==> src/rtl/led_pwm_pkg.sv <==
`default_nettype none
// +------------------------------------------------------------------------+
// | Module  : led_pwm_pkg                                                  |
// | Desc    : Shared types and register map for the led_pwm_pio block.    |
// | Rev     : 1.0  initial release                                         |
// +------------------------------------------------------------------------+
package led_pwm_pkg;

  // Per-channel output mode. MODE_BLINK becomes "breathe" when the block
  // is built with LED_BREATHE_EN.
  typedef enum logic [1:0] {
    MODE_OFF   = 2'd0,
    MODE_ON    = 2'd1,
    MODE_PWM   = 2'd2,
    MODE_BLINK = 2'd3
  } led_mode_e;

  // Word addresses
  localparam int ADDR_CTRL  = 0;
  localparam int ADDR_PRE   = 1;
  localparam int ADDR_BLINK = 2;
  localparam int ADDR_CH0   = 3;

  // CTRL fields
  localparam int CTRL_EN_BIT = 0;

  // CH_CFG fields
  localparam int CFG_MODE_LSB = 0;
  localparam int CFG_MODE_W   = 2;
  localparam int CFG_DUTY_LSB = 8;

endpackage : led_pwm_pkg
`default_nettype wire

==> src/rtl/led_pwm_timebase.sv <==
`default_nettype none
// +------------------------------------------------------------------------+
// | Module  : led_pwm_timebase                                             |
// | Desc    : Shared prescaler, PWM slot counter and blink phase for all   |
// |           LED channels. All counters advance only while en_i is high.  |
// |           With LED_BREATHE_EN defined the blink counter is dropped and |
// |           the period_end strobe is exported for the per-channel ramps. |
// | Rev     : 1.0  initial release                                         |
// +------------------------------------------------------------------------+
module led_pwm_timebase
  import led_pwm_pkg::*;
#(
  parameter int PWM_W   = 8,
  parameter int PRE_W   = 16,
  parameter int BLINK_W = 8
) (
  input  logic               clk_i,
  input  logic               rst_i,
  input  logic               en_i,
  input  logic [PRE_W-1:0]   prescale_i,
`ifdef LED_BREATHE_EN
  output logic               period_end_o,
`else
  input  logic [BLINK_W-1:0] blink_half_i,
  output logic               blink_phase_o,
`endif
  output logic [PWM_W-1:0]   pwm_cnt_o
);

  localparam logic [PRE_W-1:0] PRE_ONE = PRE_W'(1);
  localparam logic [PWM_W-1:0] PWM_ONE = PWM_W'(1);

  logic [PRE_W-1:0] pre_cnt_q;
  logic [PRE_W-1:0] pre_cnt_d;
  logic [PWM_W-1:0] pwm_cnt_q;
  logic [PWM_W-1:0] pwm_cnt_d;
  logic             w_tick;
  logic             w_period_end;

  // A ">=" compare (not "==") lets a lowered PRESCALE wrap immediately.
  assign w_tick       = en_i && (pre_cnt_q >= prescale_i);
  assign w_period_end = w_tick && (pwm_cnt_q == {PWM_W{1'b1}});
  assign pwm_cnt_o    = pwm_cnt_q;

  // Prescaler and PWM slot counter next-state
  always_comb begin
    pre_cnt_d = pre_cnt_q;
    pwm_cnt_d = pwm_cnt_q;
    if (en_i) begin
      pre_cnt_d = w_tick ? '0 : pre_cnt_q + PRE_ONE;
      if (w_tick) begin
        pwm_cnt_d = pwm_cnt_q + PWM_ONE;
      end
    end
  end

  // Prescaler and PWM slot counter state
  always_ff @(posedge clk_i) begin
    if (rst_i) begin
      pre_cnt_q <= '0;
      pwm_cnt_q <= '0;
    end else begin
      pre_cnt_q <= pre_cnt_d;
      pwm_cnt_q <= pwm_cnt_d;
    end
  end

`ifdef LED_BREATHE_EN
  assign period_end_o = w_period_end;
`else
  localparam logic [BLINK_W-1:0] BLINK_ONE = BLINK_W'(1);

  logic [BLINK_W-1:0] blink_cnt_q;
  logic [BLINK_W-1:0] blink_cnt_d;
  logic               blink_phase_q;
  logic               blink_phase_d;

  assign blink_phase_o = blink_phase_q;

  // Phase toggles after BLINK_HALF+1 full PWM periods
  always_comb begin
    blink_cnt_d   = blink_cnt_q;
    blink_phase_d = blink_phase_q;
    if (w_period_end) begin
      if (blink_cnt_q >= blink_half_i) begin
        blink_cnt_d   = '0;
        blink_phase_d = ~blink_phase_q;
      end else begin
        blink_cnt_d = blink_cnt_q + BLINK_ONE;
      end
    end
  end

  // Blink counter and phase state
  always_ff @(posedge clk_i) begin
    if (rst_i) begin
      blink_cnt_q   <= '0;
      blink_phase_q <= 1'b0;
    end else begin
      blink_cnt_q   <= blink_cnt_d;
      blink_phase_q <= blink_phase_d;
    end
  end
`endif

endmodule : led_pwm_timebase
`default_nettype wire

==> src/rtl/led_pwm_pio.sv <==
`default_nettype none
// +------------------------------------------------------------------------+
// | Module  : led_pwm_pio                                                  |
// | Desc    : Avalon-MM LED controller, NUM_CH channels, each off/on/PWM/  |
// |           blink. Compare is registered, then the LED drive is          |
// |           registered, so config changes reach the pins two edges after |
// |           the write edge. Build macro LED_BREATHE_EN turns mode 3 into |
// |           a triangle-ramped "breathe" and register 2 into a read-only  |
// |           view of channel 0's ramp value.                              |
// | Rev     : 1.0  initial release                                         |
// +------------------------------------------------------------------------+
module led_pwm_pio
  import led_pwm_pkg::*;
#(
  parameter int NUM_CH  = 4,
  parameter int PWM_W   = 8,
  parameter int PRE_W   = 16,
  parameter int BLINK_W = 8,
  parameter int ADDR_W  = 4
) (
  input  logic              clk_clk,
  input  logic              reset_reset,
  input  logic [ADDR_W-1:0] avs_address,
  input  logic              avs_write,
  input  logic [31:0]       avs_writedata,
  input  logic              avs_read,
  output logic [31:0]       avs_readdata,
  output logic              avs_readdatavalid,
  output logic [NUM_CH-1:0] led_export
);

  logic              ctrl_en_q;
  logic [PRE_W-1:0]  prescale_q;
  led_mode_e         mode_q [NUM_CH];
  logic [PWM_W-1:0]  duty_q [NUM_CH];

  logic [31:0]       w_addr;
  logic [31:0]       w_rd_val;
  logic [PWM_W-1:0]  w_pwm_cnt;
  logic [NUM_CH-1:0] w_ch_on;
  logic [NUM_CH-1:0] ch_on_q;
  logic [NUM_CH-1:0] led_q;
  logic [31:0]       rdata_q;
  logic              rvalid_q;

`ifdef LED_BREATHE_EN
  localparam logic [PWM_W-1:0] PWM_ONE = PWM_W'(1);
  logic                         w_period_end;
  logic [NUM_CH-1:0][PWM_W-1:0] w_ramp;
`else
  logic [BLINK_W-1:0] blink_half_q;
  logic               w_blink_phase;
`endif

  assign w_addr = 32'(avs_address);

  // Register file writes; unmapped addresses fall through untouched
  always_ff @(posedge clk_clk) begin
    if (reset_reset) begin
      ctrl_en_q  <= 1'b0;
      prescale_q <= '0;
`ifdef LED_BREATHE_EN
`else
      blink_half_q <= '0;
`endif
      for (int ch = 0; ch < NUM_CH; ch++) begin
        mode_q[ch] <= MODE_OFF;
        duty_q[ch] <= '0;
      end
    end else if (avs_write) begin
      if (w_addr == 32'(ADDR_CTRL)) begin
        ctrl_en_q <= avs_writedata[CTRL_EN_BIT];
      end
      if (w_addr == 32'(ADDR_PRE)) begin
        prescale_q <= avs_writedata[PRE_W-1:0];
      end
`ifdef LED_BREATHE_EN
`else
      if (w_addr == 32'(ADDR_BLINK)) begin
        blink_half_q <= avs_writedata[BLINK_W-1:0];
      end
`endif
      for (int ch = 0; ch < NUM_CH; ch++) begin
        if (w_addr == 32'(ADDR_CH0 + ch)) begin
          mode_q[ch] <= led_mode_e'(avs_writedata[CFG_MODE_LSB +: CFG_MODE_W]);
          duty_q[ch] <= avs_writedata[CFG_DUTY_LSB +: PWM_W];
        end
      end
    end
  end

  // Readback mux; unused bits and unmapped words read as zero
  always_comb begin
    w_rd_val = '0;
    if (w_addr == 32'(ADDR_CTRL)) begin
      w_rd_val[CTRL_EN_BIT] = ctrl_en_q;
    end
    if (w_addr == 32'(ADDR_PRE)) begin
      w_rd_val[PRE_W-1:0] = prescale_q;
    end
    if (w_addr == 32'(ADDR_BLINK)) begin
`ifdef LED_BREATHE_EN
      w_rd_val[PWM_W-1:0] = w_ramp[0];
`else
      w_rd_val[BLINK_W-1:0] = blink_half_q;
`endif
    end
    for (int ch = 0; ch < NUM_CH; ch++) begin
      if (w_addr == 32'(ADDR_CH0 + ch)) begin
        w_rd_val[CFG_MODE_LSB +: CFG_MODE_W] = mode_q[ch];
        w_rd_val[CFG_DUTY_LSB +: PWM_W]      = duty_q[ch];
      end
    end
  end

  // Read response: data sampled before any same-cycle write lands
  always_ff @(posedge clk_clk) begin
    if (reset_reset) begin
      rdata_q  <= '0;
      rvalid_q <= 1'b0;
    end else begin
      rdata_q  <= avs_read ? w_rd_val : 32'h0;
      rvalid_q <= avs_read;
    end
  end

  led_pwm_timebase #(
    .PWM_W   (PWM_W),
    .PRE_W   (PRE_W),
    .BLINK_W (BLINK_W)
  ) u_timebase (
    .clk_i         (clk_clk),
    .rst_i         (reset_reset),
    .en_i          (ctrl_en_q),
    .prescale_i    (prescale_q),
`ifdef LED_BREATHE_EN
    .period_end_o  (w_period_end),
`else
    .blink_half_i  (blink_half_q),
    .blink_phase_o (w_blink_phase),
`endif
    .pwm_cnt_o     (w_pwm_cnt)
  );

  for (genvar gi = 0; gi < NUM_CH; gi++) begin : g_ch
    logic w_pwm_on;
    logic w_mode3_on;
    logic w_sel;

    assign w_pwm_on = (w_pwm_cnt < duty_q[gi]);

`ifdef LED_BREATHE_EN
    logic [PWM_W-1:0] ramp_q;
    logic             ramp_down_q;

    // Triangle ramp 0 -> duty -> 0, one step per PWM period; idle at 0
    always_ff @(posedge clk_clk) begin
      if (reset_reset || (mode_q[gi] != MODE_BLINK)) begin
        ramp_q      <= '0;
        ramp_down_q <= 1'b0;
      end else if (w_period_end) begin
        if (ramp_down_q) begin
          if (ramp_q == '0) begin
            ramp_down_q <= 1'b0;
          end else begin
            ramp_q <= ramp_q - PWM_ONE;
          end
        end else if (ramp_q >= duty_q[gi]) begin
          ramp_q      <= duty_q[gi];
          ramp_down_q <= 1'b1;
        end else begin
          ramp_q <= ramp_q + PWM_ONE;
        end
      end
    end

    assign w_ramp[gi] = ramp_q;
    assign w_mode3_on = (w_pwm_cnt < ramp_q);
`else
    assign w_mode3_on = w_pwm_on & w_blink_phase;
`endif

    // Mode select for this channel
    always_comb begin
      w_sel = 1'b0;
      case (mode_q[gi])
        MODE_OFF:   w_sel = 1'b0;
        MODE_ON:    w_sel = 1'b1;
        MODE_PWM:   w_sel = w_pwm_on;
        MODE_BLINK: w_sel = w_mode3_on;
        default:    w_sel = 1'b0;
      endcase
    end

    assign w_ch_on[gi] = w_sel;
  end

  // Two-stage output: registered compare, then registered LED drive
  always_ff @(posedge clk_clk) begin
    if (reset_reset) begin
      ch_on_q <= '0;
      led_q   <= '0;
    end else begin
      ch_on_q <= ctrl_en_q ? w_ch_on : '0;
      led_q   <= ch_on_q;
    end
  end

  assign led_export        = led_q;
  assign avs_readdata      = rdata_q;
  assign avs_readdatavalid = rvalid_q;

endmodule : led_pwm_pio
`default_nettype wire

==> config.mk <==
export PLATFORM = sky130hd
export DESIGN_NAME = led_pwm_pio
export DESIGN_NICKNAME = d
export VERILOG_FILES = /design/src/rtl/led_pwm_pkg.sv /design/src/rtl/led_pwm_timebase.sv /design/src/rtl/led_pwm_pio.sv
export SDC_FILE = /design/constraint.sdc
export NUM_CORES = 1
export LEC_CHECK = 0
export ABC_CLOCK_PERIOD_IN_PS = 6300
export BUFFER_PORTS_ARGS = -buffer_cell sky130_fd_sc_hd__buf_4
export CELL_PAD_IN_SITES_DETAIL_PLACEMENT = 2
export CELL_PAD_IN_SITES_GLOBAL_PLACEMENT = 2
export CORE_MARGIN = 2
export CORE_UTILIZATION = 40
export CTS_CLUSTER_SIZE = 25
export DETAILED_ROUTE_END_ITERATION = 16
export GPL_ROUTABILITY_DRIVEN = 1
export GPL_TIMING_DRIVEN = 0
export PLACE_DENSITY = 0.95
export SLEW_MARGIN = 0
export SYNTH_ARGS = -nofsm -noshare
export SYNTH_HDL_FRONTEND = slang
export SYNTH_SLANG_ARGS = --single-unit
==> constraint.sdc <==
create_clock -name clk_clk -period 6.3 [get_ports clk_clk]
set_clock_uncertainty 0.1 [all_clocks]
set_input_delay 0.63 -clock clk_clk [delete_from_list [all_inputs] [get_ports clk_clk]]
set_output_delay 0.63 -clock clk_clk [all_outputs]
set_load 0.01 [all_outputs]
**Yosys cells after proc, flatten, opt, wreduce, memory -nomap -nowiden**

Memories as Yosys holds them, arrays and structs flattened.
Cells that the tools add are included.

- Register bits: 99
- Memory bits (writable): 40
- Output and inout port bits: 37
- Logic and storage cells: 114
- Memories kept: 2

Memories:

| memory | words | bits a word | read ports | clocked after memory_dff | wr ports | line | RTL |
|---|---|---|---|---|---|---|---|
| duty_q | 4 | 8 | 4 | 0 | 4 | led_pwm_pio.sv:35 | `logic [PWM_W-1:0] duty_q [NUM_CH];` |
| mode_q | 4 | 2 | 4 | 0 | 4 | led_pwm_pio.sv:34 | `led_mode_e mode_q [NUM_CH];` |

- $add $sub $neg: 3
- Order comparisons: 6
- Equal/unequal tests: 19
- Multiplexer cells: 43
- Bitwise operators: 15
- Reductions and logical operators: 14

Operator list:

| kind | number |
|---|---|
| $mux 8 | 10 |
| $logic_not 32->1 | 1 |
| $lt 8x8->1 | 4 |
| $mux 16 | 2 |
| $mux 1 | 19 |
| $add 16x1->16 const B | 1 |
| $add 8x1->8 const B | 2 |
| $eq 2x2->1 const B | 8 |
| $ge 16x16->1 | 1 |
| $mux 2 | 8 |
| $pmux 1 s4 | 4 |
| $eq 4x3->1 const B | 3 |
| $reduce_and 2->1 | 5 |
| $eq 2x1->1 const B | 4 |
| $eq 4x2->1 const B | 2 |
| $eq 8x8->1 const B | 1 |
| $ge 8x8->1 | 1 |
| $logic_not 2->1 | 4 |
| $or 1x1->1 | 8 |
| $and 1x1->1 | 4 |
| $eq 4x1->1 const B | 1 |
| $reduce_or 2->1 | 2 |
| $not 1->1 | 3 |
| $logic_and 1x1->1 | 2 |

**Longest topological paths before layout**

- Depth after elaboration: 8
- Mapped depth: 10

**Hierarchy**

Synthesis repeated with hierarchy kept, for this count alone.

- Cell total of the unflattened synthesis: 707
- Area total of the unflattened synthesis: 6739.0 um^2

Modules (own cells, without submodules):

| module | times used | cells each | area each (um^2) | sequential area each (um^2) |
|---|---|---|---|---|
| led_pwm_pio | 1 | 452 | 4566.9 | 2202.1 |
| led_pwm_timebase | 1 | 255 | 2172.1 | 660.6 |

**Worst setup path after synthesis**

Ideal clock, no wire load.

- Path kind: reg2reg
- Start: register prescale_q[15]
- End: register u_timebase.blink_phase_q (netlist: u_timebase.blink_phase_o)
- Arrival: 2146 ps
- Data required time: 6077 ps
- Path slack: 3931 ps
- Stages on the path, launching flop included: 9
- Clock period less this slack: 2369 ps
- Cells stage by stage: dfxtp_1 -> inv_1 -> ha_1 -> nand2_1 -> nor4_4 -> o311ai_4 -> a21oi_4 -> and2b_4 -> mux2_1

- Cells in the longest elaborated chain, start to end: 4

RTL lines:

| what | line | RTL |
|---|---|---|
| from (decl) | led_pwm_pio.sv:33 | `logic [PRE_W-1:0] prescale_q;` |
| from (signal assigned) | led_pwm_pio.sv:75 | `prescale_q <= avs_writedata[PRE_W-1:0];` |
| $ge 16x16->1 | led_pwm_timebase.sv:41 | `assign w_tick = en_i && (pre_cnt_q >= prescale_i);` |
| $logic_and 1x1->1 | led_pwm_timebase.sv:41 |  |
| $logic_and 1x1->1 | led_pwm_timebase.sv:42 | `assign w_period_end = w_tick && (pwm_cnt_q == {PWM_W{1'b1}});` |
| $reduce_and 2->1 (no source line) | n/a |  |
| to (signal assigned) | led_pwm_timebase.sv:101 | `blink_phase_q <= blink_phase_d;` |
| to (decl) | led_pwm_timebase.sv:75 | `logic blink_phase_q;` |

No other way between the ends.
A chain may end at the register's enable or synchronous reset.

**Final worst setup path**

- Start: register prescale_q[15]
- End: register u_timebase.pre_cnt_q[15]

- Cells in the longest elaborated chain, start to end: 3

RTL lines:

| what | line | RTL |
|---|---|---|
| $ge 16x16->1 | led_pwm_timebase.sv:41 |  |
| $logic_and 1x1->1 | led_pwm_timebase.sv:41 |  |
| $mux 16 | led_pwm_timebase.sv:50 | `pre_cnt_d = w_tick ? '0 : pre_cnt_q + PRE_ONE;` |
| to (signal assigned) | led_pwm_timebase.sv:63 | `pre_cnt_q <= pre_cnt_d;` |
| to (decl) | led_pwm_timebase.sv:33 | `logic [PRE_W-1:0] pre_cnt_q;` |

No other way between the ends.

==> impl_metrics.tcl <==
set metrics [dict create \
    status "finished, final reports clean" \
    max-clock-path-buffers 2 \
    drv_slew 0 \
    irDropWorstVdd_mv 0.180 \
    synth.area.top_cells "dfxtp_1 (25%), edfxtp_1 (18%), ha_1 (10%), and2_1 (4.0%), inv_1 (3.3%)" \
    pre_cts_ws_ns 3.36 \
    overflow 0 \
    fin_cells 1002 \
    reg2reg_from "prescale_q[15]$_SDFFE_PP0P_" \
    grt_pass1_vias 6676 \
    layout-drive-gt1-share_pct 14.8 \
    via_per_inst 5.87 \
    drc 0 \
    p_per_area_nw_per_um2 264 \
    switchingPower_mw 0.498 \
    wl_per_cell_um 27.3 \
    fmax_ghz 0.321 \
    clkPwrFrac_pct 51.9 \
    p_comb_share_pct 7.2 \
    syn_inst 691 \
    worst-endpoint-arrival_ns 3.38 \
    post_cts_buffers 0 \
    finalSetupTns_ns 0 \
    crit_chain "inv_1, ha_1, nand2_1, nor2_1, a221oi_4, a21oi_4, or2_1, buf_6, buf_12, nor2_4" \
    grt_pass1_wl_mm 41.6 \
    mostFrequentLayoutCells "dfxtp_1 (83), buf_4 (60), nand2_1 (59), inv_1 (59), ha_1 (55)" \
    ys_types 59 \
    p_int_mw 1.60 \
    multi_input_area_um2 3360 \
    cts_tree "done" \
    timing.rr.end "u_timebase.pre_cnt_q[15]$_SDFFE_PP0P_" \
    finalWeightedCongestion 0.867 \
    start_util_pct 40.4 \
    yosysTopAreaCellShare_pct 25.1 \
    final_util_pct 48.3 \
    drt_wl_total_mm 27.4 \
    firstDrtPassIters 5 \
    cts.reportedPaths.clkPinSlew_ns 0.06 \
    io_pins 77 \
    worstRegToRegCells 10 \
    hold_class "reg2reg" \
    area_delta_synth_final_pct 19.6 \
    startpoint_type "flip-flop" \
    seq_power_share_pct 40.9 \
    crit_buf_inv 3 \
    n_antenna_cell 0 \
    antenna_found_initial 0 \
    cts_buffers 17 \
    finalCriticalPeriod_ns 3.11 \
    ctsResizeCount 0 \
    cp.depth 10 \
    final_common_cell "dfxtp_1" \
    holdBufCountCts 0 \
    syn-mean-instance-area_um2 9.59 \
    crit_path_top_delay_cell "a221oi_4" \
    vias 5879 \
    dp.cells 970 \
    setup_viol 0 \
    critPathTopFamily "compound AO/OA/AOI/OAI gates" \
    synth_top_area_cell "dfxtp_1" \
    dpl.hpwl_mm 17.8 \
    switching_share_pct 23.8 \
    die_w_um 133 \
    port_buffers 44 \
    crit_start "prescale_q[15]$_SDFFE_PP0P_" \
    core_area_um2 16400 \
    fillers 1713 \
    final_nets 864 \
    ys.flop_type "dfxtp_1" \
    setup.worst_path.end "u_timebase.pre_cnt_q[15]$_SDFFE_PP0P_" \
    slowest_delay_ns 0.80 \
    rows 47 \
    path_class "reg2reg" \
    seqCellArea_um2 2860 \
    rsz0062_at_grt "no" \
    fin_ws_ns 3.19 \
    drt_iter0_drc 350 \
    fp.dieArea_um2 17600 \
    required_ns 6.57 \
    r2r_setup_slack_ns 3.19 \
    grt_max_degree 17 \
    worstMarginPinSlew_ns 1.05 \
    chipHeight_um 133 \
    crit_fanout 10 \
    ys_ff_latch 123 \
    track_usage_pct 31.9 \
    relSlewSlack_pct 29.1 \
    fin_crit_sh_pct 49.4 \
    cts-root-buf "clkbuf_16" \
    synth_warnings 0 \
    async_reset_ff_share_pct 0 \
    htreeDepth 4 \
    maxCapViolations 0 \
    clk_latency_ns 0.44 \
    synth_edf_count 40 \
    synthesis.area_um2 6630 \
    cp-end-kind "flip-flop" \
    yosysSeqAreaShare_pct 43.2 \
    clock-sinks 123 \
    p_leak_nw 3.28 \
    drtAntennaViolNets 0 \
    hold_violations 0 \
]
## synthesized netlist by cell type (all sizes together), types with 5 or more instances
| cell | number |
|---|---|
| a21o | 22 |
| a21oi | 46 |
| a221oi | 5 |
| a22oi | 22 |
| a31oi | 5 |
| and2 | 42 |
| and3 | 8 |
| buf | 19 |
| clkbuf | 22 |
| dfxtp | 83 |
| edfxtp | 40 |
| ha | 55 |
| inv | 59 |
| nand2 | 59 |
| nand2b | 16 |
| nand3 | 33 |
| nand4 | 9 |
| nor2 | 45 |
| nor2b | 7 |
| nor3 | 10 |
| o21ai | 15 |
| xnor2 | 16 |
| xor2 | 7 |
## power groups by stage
stage	clock (mW)	sequential (mW)	combinational [mW]
2_1_floorplan	0	0.864	0.0819
3_3_place_gp	0	0.867	0.126
3_5_place_dp	0	0.871	0.138
4_1_cts	1.09	0.856	0.147
5_1_grt	1.12	0.858	0.159
6_report	1.09	0.857	0.150
## cells by family after synthesis
family,share of synthesized area (%)
AND/OR/NAND/NOR,20.1
AO/OA/AOI/OAI,15.0
other,0.0566
flip-flops,43.2
XOR/XNOR,3.04
multiplexers,1.11
adder cells (fa/ha/maj),10.4
buffers and inverters,7.08
## layout make-up
| cell class | instances | share of cell area, % |
|---|---|---|
| Inverter | 59 | 2.79 |
| Sequential cell | 123 | 36.1 |
| Clock buffer | 22 | 5.73 |
| Tap cell | 220 | 3.47 |
| Timing Repair Buffer | 44 | 4.17 |
| Buffer | 41 | 3.13 |
| Multi-Input combinational cell | 483 | 42.4 |
| Clock inverter | 10 | 2.15 |
## per-stage QoR
step	hold slack (ns)	total power, mW	area, µm²
2_1_floorplan	0.314	0.946	6680
3_3_place_gp	0.320	0.993	7290
3_5_place_dp	0.330	1.01	7290
4_1_cts	0.342	2.09	7910
5_1_grt	0.380	2.14	7930
6_report	0.342	2.09	7930
## registers in the layout (all words and copies together), names as in the netlist
signal and flops:
u_timebase.pwm_cnt_o 8, mode_q 8, ch_on_q 4, u_timebase.blink_cnt_q 8
led_export 4, avs_readdatavalid 1, u_timebase.pre_cnt_q 16, duty_q 32
u_timebase.blink_phase_o 1, ctrl_en_q 1, avs_readdata 16, blink_half_q 8
prescale_q 16
## worst reg2reg max path: cells and delay by family, from the launching register on
family          cells  cell delay, ns
simple gates        4            0.75
compound gates      2            1.03
fa+ha+maj           1            0.35
flops               1            0.39
buf+inv             3            0.43
## worst min path at each step
stage                                    end  cells after the start                   from  slack [ns]
floorplan           led_export[0]$_SDFF_PP0_                      1  ch_on_q[0]$_SDFF_PP0_        0.31
global placement    led_export[0]$_SDFF_PP0_                      1  ch_on_q[0]$_SDFF_PP0_        0.32
detailed placement  led_export[0]$_SDFF_PP0_                      1  ch_on_q[0]$_SDFF_PP0_        0.33
CTS                 led_export[0]$_SDFF_PP0_                      1  ch_on_q[0]$_SDFF_PP0_        0.34
global route        led_export[0]$_SDFF_PP0_                      1  ch_on_q[0]$_SDFF_PP0_        0.38
finish              led_export[0]$_SDFF_PP0_                      1  ch_on_q[0]$_SDFF_PP0_        0.34
## per-layer routing
metal  vias up  routed length, µm  track usage, %
met1      3039              10700            35.7
li1       2538                  -               -
met2       222              14300            57.7
met5         -                  0               0
met3        80               1260            6.28
met4         0               1180            15.5
Power figures use the tool's default switching activity.
